<file path="config.mk">
export PLATFORM = sky130hd
export DESIGN_NAME = matrix_coord_tx
export DESIGN_NICKNAME = d
export VERILOG_FILES = /design/src/rtl/matrix_pkg.sv /design/src/rtl/matrix_bit_scan.sv /design/src/rtl/matrix_coord_tx.sv
export SDC_FILE = /design/constraint.sdc
export NUM_CORES = 1
export LEC_CHECK = 0
export CORE_ASPECT_RATIO = 0.9
export CORE_MARGIN = 3
export CORE_UTILIZATION = 55
export DETAILED_ROUTE_END_ITERATION = 10
export GPL_TIMING_DRIVEN = 0
export PLACE_DENSITY = 0.83
export RECOVER_POWER = 100
export SLEW_MARGIN = 20
export SYNTH_ARGS = -nofsm -noshare
export SYNTH_HDL_FRONTEND = slang
export SYNTH_SLANG_ARGS = --single-unit
</file>
<file path="constraint.sdc">
create_clock -name clk -period 3.25 [get_ports clk]
set_clock_uncertainty 0.05 [all_clocks]
set_input_delay 0.325 -clock clk [delete_from_list [all_inputs] [get_ports clk]]
set_output_delay 0.325 -clock clk [all_outputs]
set_load 0.1 [all_outputs]
</file>
<file path="src/rtl/matrix_pkg.sv">
// Shared definitions for the 4x4 bit-matrix coordinate interface.
// Cell index i maps to (X,Y) = (i[1:0], i[3:2]).
package matrix_pkg;

    localparam int MATRIX_DIM   = 4;
    localparam int MATRIX_CELLS = MATRIX_DIM * MATRIX_DIM;

    typedef enum logic [2:0] {
        S_IDLE,
        S_FILL,
        S_GAP,
        S_QUERY,
        S_ZWAIT,
        S_DONE
    } state_t;

    function automatic logic [3:0] idx_to_xy(input logic [3:0] idx);
        return {idx[3:2], idx[1:0]};
    endfunction

endpackage

</file>
<file path="src/rtl/matrix_bit_scan.sv">
// Finds the lowest set bit of pattern at an index >= from.
// from=16 is outside the matrix and always reports not found.
module matrix_bit_scan
    import matrix_pkg::*;
(
    input  logic [15:0] pattern,
    input  logic [4:0]  from,
    output logic        found,
    output logic [3:0]  pos
);

    always_comb begin
        found = 1'b0;
        pos   = 4'd0;
        // Descending walk so the last hit written is the lowest qualifying bit.
        for (int i = MATRIX_CELLS - 1; i >= 0; i--) begin
            if (pattern[i] && (5'(i) >= from)) begin
                found = 1'b1;
                pos   = 4'(i);
            end
        end
    end

endmodule

</file>
<file path="src/rtl/matrix_coord_tx.sv">
// Driver side of the 4x4 matrix coordinate interface: strobes every set
// cell of the pattern (FILL), then reads all 16 cells back through Z (QUERY).
module matrix_coord_tx
    import matrix_pkg::*;
#(
    parameter int Z_LAT     = 2,
    parameter int ENTER_GAP = 0
) (
    input  logic        clk,
    input  logic        rst,
    input  logic        start,
    input  logic [15:0] pattern,
    output logic [1:0]  X,
    output logic [1:0]  Y,
    output logic        enter,
    input  logic        Z,
    output logic        busy,
    output logic [4:0]  fill_cnt,
    output logic [15:0] readback,
    output logic        done,
    output logic        match
);

    localparam int         WAIT_N    = (Z_LAT > ENTER_GAP) ? Z_LAT : ENTER_GAP;
    localparam logic [2:0] WAIT_LAST = 3'(WAIT_N - 1);
    localparam logic [2:0] GAP_LAST  = 3'(ENTER_GAP - 1);

    state_t      r_state;
    logic [4:0]  r_idx;
    logic [2:0]  r_wcnt;
    logic [15:0] r_pat;
    logic [1:0]  r_x, r_y;
    logic        r_enter, r_busy, r_done, r_match;
    logic [4:0]  r_fill_cnt;
    logic [15:0] r_readback;

    logic        w_found;
    logic [3:0]  w_pos;

    matrix_bit_scan u_scan (
        .pattern (r_pat),
        .from    (r_idx),
        .found   (w_found),
        .pos     (w_pos)
    );

    always_ff @(posedge clk) begin
        if (rst) begin
            r_state    <= S_IDLE;
            r_idx      <= 5'd0;
            r_wcnt     <= 3'd0;
            r_pat      <= 16'd0;
            r_x        <= 2'd0;
            r_y        <= 2'd0;
            r_enter    <= 1'b0;
            r_busy     <= 1'b0;
            r_done     <= 1'b0;
            r_match    <= 1'b0;
            r_fill_cnt <= 5'd0;
            r_readback <= 16'd0;
        end else begin
            r_enter <= 1'b0;
            r_done  <= 1'b0;
            case (r_state)
                S_IDLE: begin
                    if (start) begin
                        r_pat      <= pattern;
                        r_readback <= 16'd0;
                        r_fill_cnt <= 5'd0;
                        r_match    <= 1'b0;
                        r_idx      <= 5'd0;
                        r_busy     <= 1'b1;
                        r_state    <= S_FILL;
                    end
                end
                S_FILL: begin
                    r_enter <= 1'b1;
                    r_wcnt  <= 3'd0;
                    if (w_found) begin
                        {r_y, r_x} <= idx_to_xy(w_pos);
                        r_fill_cnt <= r_fill_cnt + 5'd1;
                        r_idx      <= {1'b0, w_pos} + 5'd1;
                        r_state    <= (ENTER_GAP > 0) ? S_GAP : S_FILL;
                    end else begin
                        // Scan exhausted: this same cycle issues the query for cell 0.
                        {r_y, r_x} <= idx_to_xy(4'd0);
                        r_idx      <= 5'd0;
                        r_state    <= S_ZWAIT;
                    end
                end
                S_GAP: begin
                    if (r_wcnt == GAP_LAST) r_state <= S_FILL;
                    else                    r_wcnt  <= r_wcnt + 3'd1;
                end
                S_QUERY: begin
                    {r_y, r_x} <= idx_to_xy(r_idx[3:0]);
                    r_enter    <= 1'b1;
                    r_wcnt     <= 3'd0;
                    r_state    <= S_ZWAIT;
                end
                S_ZWAIT: begin
                    if (r_wcnt == WAIT_LAST) begin
                        r_readback[r_idx[3:0]] <= Z;
                        if (r_idx == 5'd15) begin
                            r_state <= S_DONE;
                        end else begin
                            r_idx   <= r_idx + 5'd1;
                            r_state <= S_QUERY;
                        end
                    end else begin
                        r_wcnt <= r_wcnt + 3'd1;
                    end
                end
                S_DONE: begin
                    r_done  <= 1'b1;
                    r_busy  <= 1'b0;
                    r_match <= (r_readback == r_pat);
                    r_state <= S_IDLE;
                end
                default: r_state <= S_IDLE;
            endcase
        end
    end

    assign X        = r_x;
    assign Y        = r_y;
    assign enter    = r_enter;
    assign busy     = r_busy;
    assign done     = r_done;
    assign match    = r_match;
    assign fill_cnt = r_fill_cnt;
    assign readback = r_readback;

endmodule

</file>
Yosys cells after proc, flatten, opt, wreduce, memory -nomap -nowiden --
Index checks and enable logic that the tools add are counted.
Storage, ports and cells: register bits 56, logic and storage cells 146
Cells by class: $add $sub $neg 4, $lt $le $gt $ge 18, equality and inequality tests 16, multiplexer cells 64, reductions and logical operators 32
Operators by type and width (number):
- $mux 4 | 16
- $ge 4x5->1 const A | 8
- $mux 16 | 2
- $pmux 16 s2 | 1
- $mux 5 | 5
- $mux 1 | 21
- $mux 3 | 7
- $ge 3x5->1 const A | 4
- $logic_and 1x1->1 | 17
- $bwmux 16 | 1
- $eq 16x16->1 | 1
- $pmux 3 s5 | 1
- $pmux 5 s3 | 1
- $ne 2x2->1 const B | 6
- $reduce_and 3->1 | 4
- $add 5x1->5 const B | 2
- $ge 1x5->1 const A | 2
- $ge 2x5->1 const A | 2
- $pmux 5 s2 | 1
- $eq 3x3->1 const B | 3
- $pmux 3 s3 | 1
- $pmux 2 s2 | 2
- $reduce_bool 2->1 | 4
- $eq 3x1->1 const B | 2
- 15 further kinds | 20

Logic depth before layout (Yosys ltp) --
word-level depth 21, depth in mapped cells 14, mapped depth without buffers 12

Hierarchy --
From an unflattened synthesis, not the netlist that was laid out.
Unflattened totals: cell total of the unflattened synthesis 424, area, all modules 3289.4 um^2
Modules (own cells, without submodules):
- matrix_coord_tx | times used 1, cells each 347, area an instance 2810.2 um^2, sequential area each 1121.1 um^2
- matrix_bit_scan | times used 1, cells each 77, area an instance 479.2 um^2, sequential area each 0.0 um^2

Worst setup path before layout --
Ideal clock, no wire load.
kind flip-flop to flip-flop, start point register r_idx[0], end point register r_idx[4], arrival time 2769 ps, setup slack 361 ps, cell stages (with the launch flop) 14, path buffers 1, period minus slack after synthesis 2889 ps, path through dfxtp_1 > buf_6 > inv_1 > ha_1 > o21bai_2 > o21a_1 > or4_1 > a221o_1 > a21oi_2 > ha_1 > nand3_1 > nor3_1 > o21ai_0 > a21oi_1
Between the ends: longest elaborated chain between the ends 21
RTL lines:
- start: declaration | RTL line matrix_coord_tx.sv:29 | logic [4:0] r_idx;
- start signal: assignment | RTL line matrix_coord_tx.sv:82 | r_idx <= {1'b0, w_pos} + 5'd1;
- start signal: assignment | RTL line matrix_coord_tx.sv:107 | r_idx <= r_idx + 5'd1;
- $ge 4x5->1 | RTL line matrix_bit_scan.sv:17 | if (pattern[i] && (5'(i) >= from)) begin
- $logic_and 1x1->1 | RTL line matrix_bit_scan.sv:17
- $mux 4 (16 in series) | RTL line matrix_bit_scan.sv:17
- $add 4x1->5 | RTL line matrix_coord_tx.sv:82
- $mux 5 | RTL line matrix_coord_tx.sv:79 | if (w_found) begin
- $pmux 5 s3 | RTL line matrix_coord_tx.sv:64 | case (r_state)
Several ways; a longest one is shown, not always the timed one. The select of a mux whose other input is x is not followed. A chain may end at the register's enable or synchronous reset.

Worst setup path in the final report --
start point register r_idx[1], end point register r_idx[4]
The elaborated chain is that of the path after synthesis.

==> metrics <==
synth warn 0; drt drc 0; CTS max path bufs 2; Max Freq 310 MHz; DR WL/cell 18.9 um; Hold WC Path Type in -> reg; Fin Hold WS 0.375 ns; Die Width 88.4 um; first-pass GRT wire length 16.8 mm; CTS clk-pin slew, worst paths 0.11 ns; number of port buffers 47; Ports 49; fill count 485; Tcrit/Tclk final 99.4%; commonest non-fill, non-tap cells in the layout 64 x a21oi_1, 54 x dfxtp_1, 52 x nand2_1; CTS sink count 56; TNS Setup 0 ns; Max rail drop VDD 298 uV; Post-synth ARST share 0%; Setup CP Type reg -> reg; Multi-input gate area 0.00209 mm2; largest net degree at the start of global routing 18; share of layout cells above drive strength 1 under 10%; WHS Path Cells 3; initial core utilization 58.0%; final cell area excluding filler cells 0.00413 mm2; post-synthesis sequential area ratio 33.4%; CTS HTree Levels 2; die area 0.00708 mm2; Worst-Skew Late Latency approximately 0.32 ns; total track usage 30.5%; # diodes 0; synthesized area 0.00336 mm2; Area Overhead vs Synth 23.1%; initial antenna violation count 0; Post-Synthesis Mean Instance Area 7.57 um2; synthesized instance count 444; MaxCap Viol Count 0; Inst Count DP 561; core area between 0.005 and 0.006 mm2; Min Clock Period, post-route 3.23 ns; TritonRoute pass-1 iters 6; Final nets 538; final setup fails 0; Slew @ Worst Pin 0.995 ns; CP Capture Type register; root buf cell clkbuf_8; Layout Cells excl Fill 580; CTS tree done; number of global-route vias before repair around 3400; HPWL after detailed placement 7.69 mm; RePlAce Congestion 0.984; final hold violations 0; status finished clean; Cell Area, Placed 0.00392 mm2; total grt overflow 0; cts bufs inserted 5; Die Span Y 80.1 um; routed vias 3777; Lkg Pwr between 1.5 and 2 nW; row cnt 26; post-route antenna net violation count 0; r2r worst-path depth 12; commonest register cell after synthesis dfxtp_1; Yosys cell types 65; FF+latch count, synth 56; Syn Nets 473; crit-path max FO 7; EDFF count, synth 0; initial detailed-routing violation count a little under 800; Req. time, crit path 3.45 ns; WP data arrival 3.43 ns; CP Launch Type register; sequential cell area 0.00112 mm2; routed wire length 11.0 mm; relative slew slack 33.4%; commonest non-fill, non-tap cell in the layout a21oi_1; Final Slew Violations 0; mean number of vias per cell 6.51; Cell Pwr Density between 400 and 500 mW/mm2
## critical path: stages (launching register included)
cell,delay [ns]
dfxtp_2,0.45
inv_1,0.16
ha_4,0.20
o21bai_4,0.18
o21a_1,0.19
or4_1,0.50
a221o_1,0.39
a21oi_2,0.20
ha_2,0.22
nand3_1,0.09
nor3_2,0.22
o21ai_1,0.08
a21oi_1,0.22
## worst paths after layout
path | to | slack, ns | startpoint
worst min register to register | fill_cnt[4]$_SDFFE_PP0P_ | 0.44 | fill_cnt[4]$_SDFFE_PP0P_
worst max register to register | r_idx[4]$_SDFFE_PP0P_ | 0.02 | r_idx[1]$_SDFFE_PP0P_
worst min-delay path | readback[5]$_SDFFE_PP0P_ | 0.37 | Z
worst max-delay path | r_idx[4]$_SDFFE_PP0P_ | 0.02 | r_idx[1]$_SDFFE_PP0P_
## sequential cells by signal, indices dropped and copies added, names as in the netlist
register and cells:
r_idx 5, X 2, readback 16, enter 1, busy 1, fill_cnt 5, r_pat 16, r_wcnt 3
Y 2, r_state 3, done 1, match 1
## layout make-up
cell class / count / area share, %
Inverter: 10 / 0.999
Clock buffer: 5 / 1.66
Timing Repair Buffer: 58 / 13.4
Clock inverter: 3 / 0.454
Multi-Input combinational cell: 347 / 50.7
Tap cell: 70 / 2.12
Sequential cell: 56 / 27.2
Buffer: 31 / 3.54
## cell usage after synthesis (all sizes together), types with 2 or more instances
library cell,n,area (um2)
o21ai,24,120
nor2b,5,31.3
xor2,5,43.8
a21oi,66,334
nand3,16,80.1
a211oi,6,45.0
nor2,38,153
a221oi,3,32.5
o221ai,3,32.5
xnor2,11,96.3
nand4b,3,26.3
o31ai,3,22.5
a22oi,2,15.0
inv,10,37.5
buf,10,60.1
nand2b,10,62.6
o21a,2,15.0
nand4,13,81.3
nor3,12,65.1
nand2,52,195
nand3b,5,41.3
a311oi,2,17.5
a211o,2,17.5
or3,6,37.5
and2,6,37.5
dfxtp,56,1120
o21bai,3,26.3
mux2i,3,30.0
o22ai,2,12.5
clkbuf,21,78.8
nor4,3,18.8
and3,3,18.8
ha,9,113
a31oi,10,62.6
## where the power goes
part | total [mW] | leakage (nW) | switching (mW) | internal (mW)
combinational | 0.838 | 1.09 | 0.545 | 0.293
clock | 0.389 | 0.0479 | 0.238 | 0.151
sequential | 0.788 | 0.457 | 0.0568 | 0.731
total | 2.01 | 1.59 | 0.839 | 1.17
## logic make-up after synthesis
kind of cell / Yosys count / synth area share, %
AO/OA/AOI/OAI: 139 / 25.3
XOR/XNOR: 16 / 4.17
adder cells (fa/ha/maj): 9 / 3.35
buffers and inverters: 41 / 5.25
flip-flops: 56 / 33.4
multiplexers: 3 / 0.894
AND/OR/NAND/NOR: 180 / 27.7
## layer usage
| layer | vias to the layer above | track usage [%] | wire length, um |
|---|---|---|---|
| li1 | 1726 | - | - |
| met1 | 1686 | 43.2 | 4400 |
| met2 | 301 | 46.6 | 4760 |
| met3 | 64 | 5.54 | 1410 |
| met4 | 0 | 9.82 | 400 |
| met5 | - | 0 | 0 |
## timing repair
item	CTS	global route
buffers inserted	4	7
setup endpoints to repair	1	4
hold buffers	0	0
resized for setup	1	14
pin swaps	1	6
## metrics by stage
step                      power [mW]  util [%]  setup WS, ns
after floorplan                 1.32         -         0.361
after CTS                       1.91      69.7      0.000795
after detailed placement        1.52      67.7        -0.103
after global routing            2.10      71.4       -0.0432
after global placement          1.51      67.7        -0.130
final                           2.01      71.4        0.0198
Power figures use the tool's default switching activity.
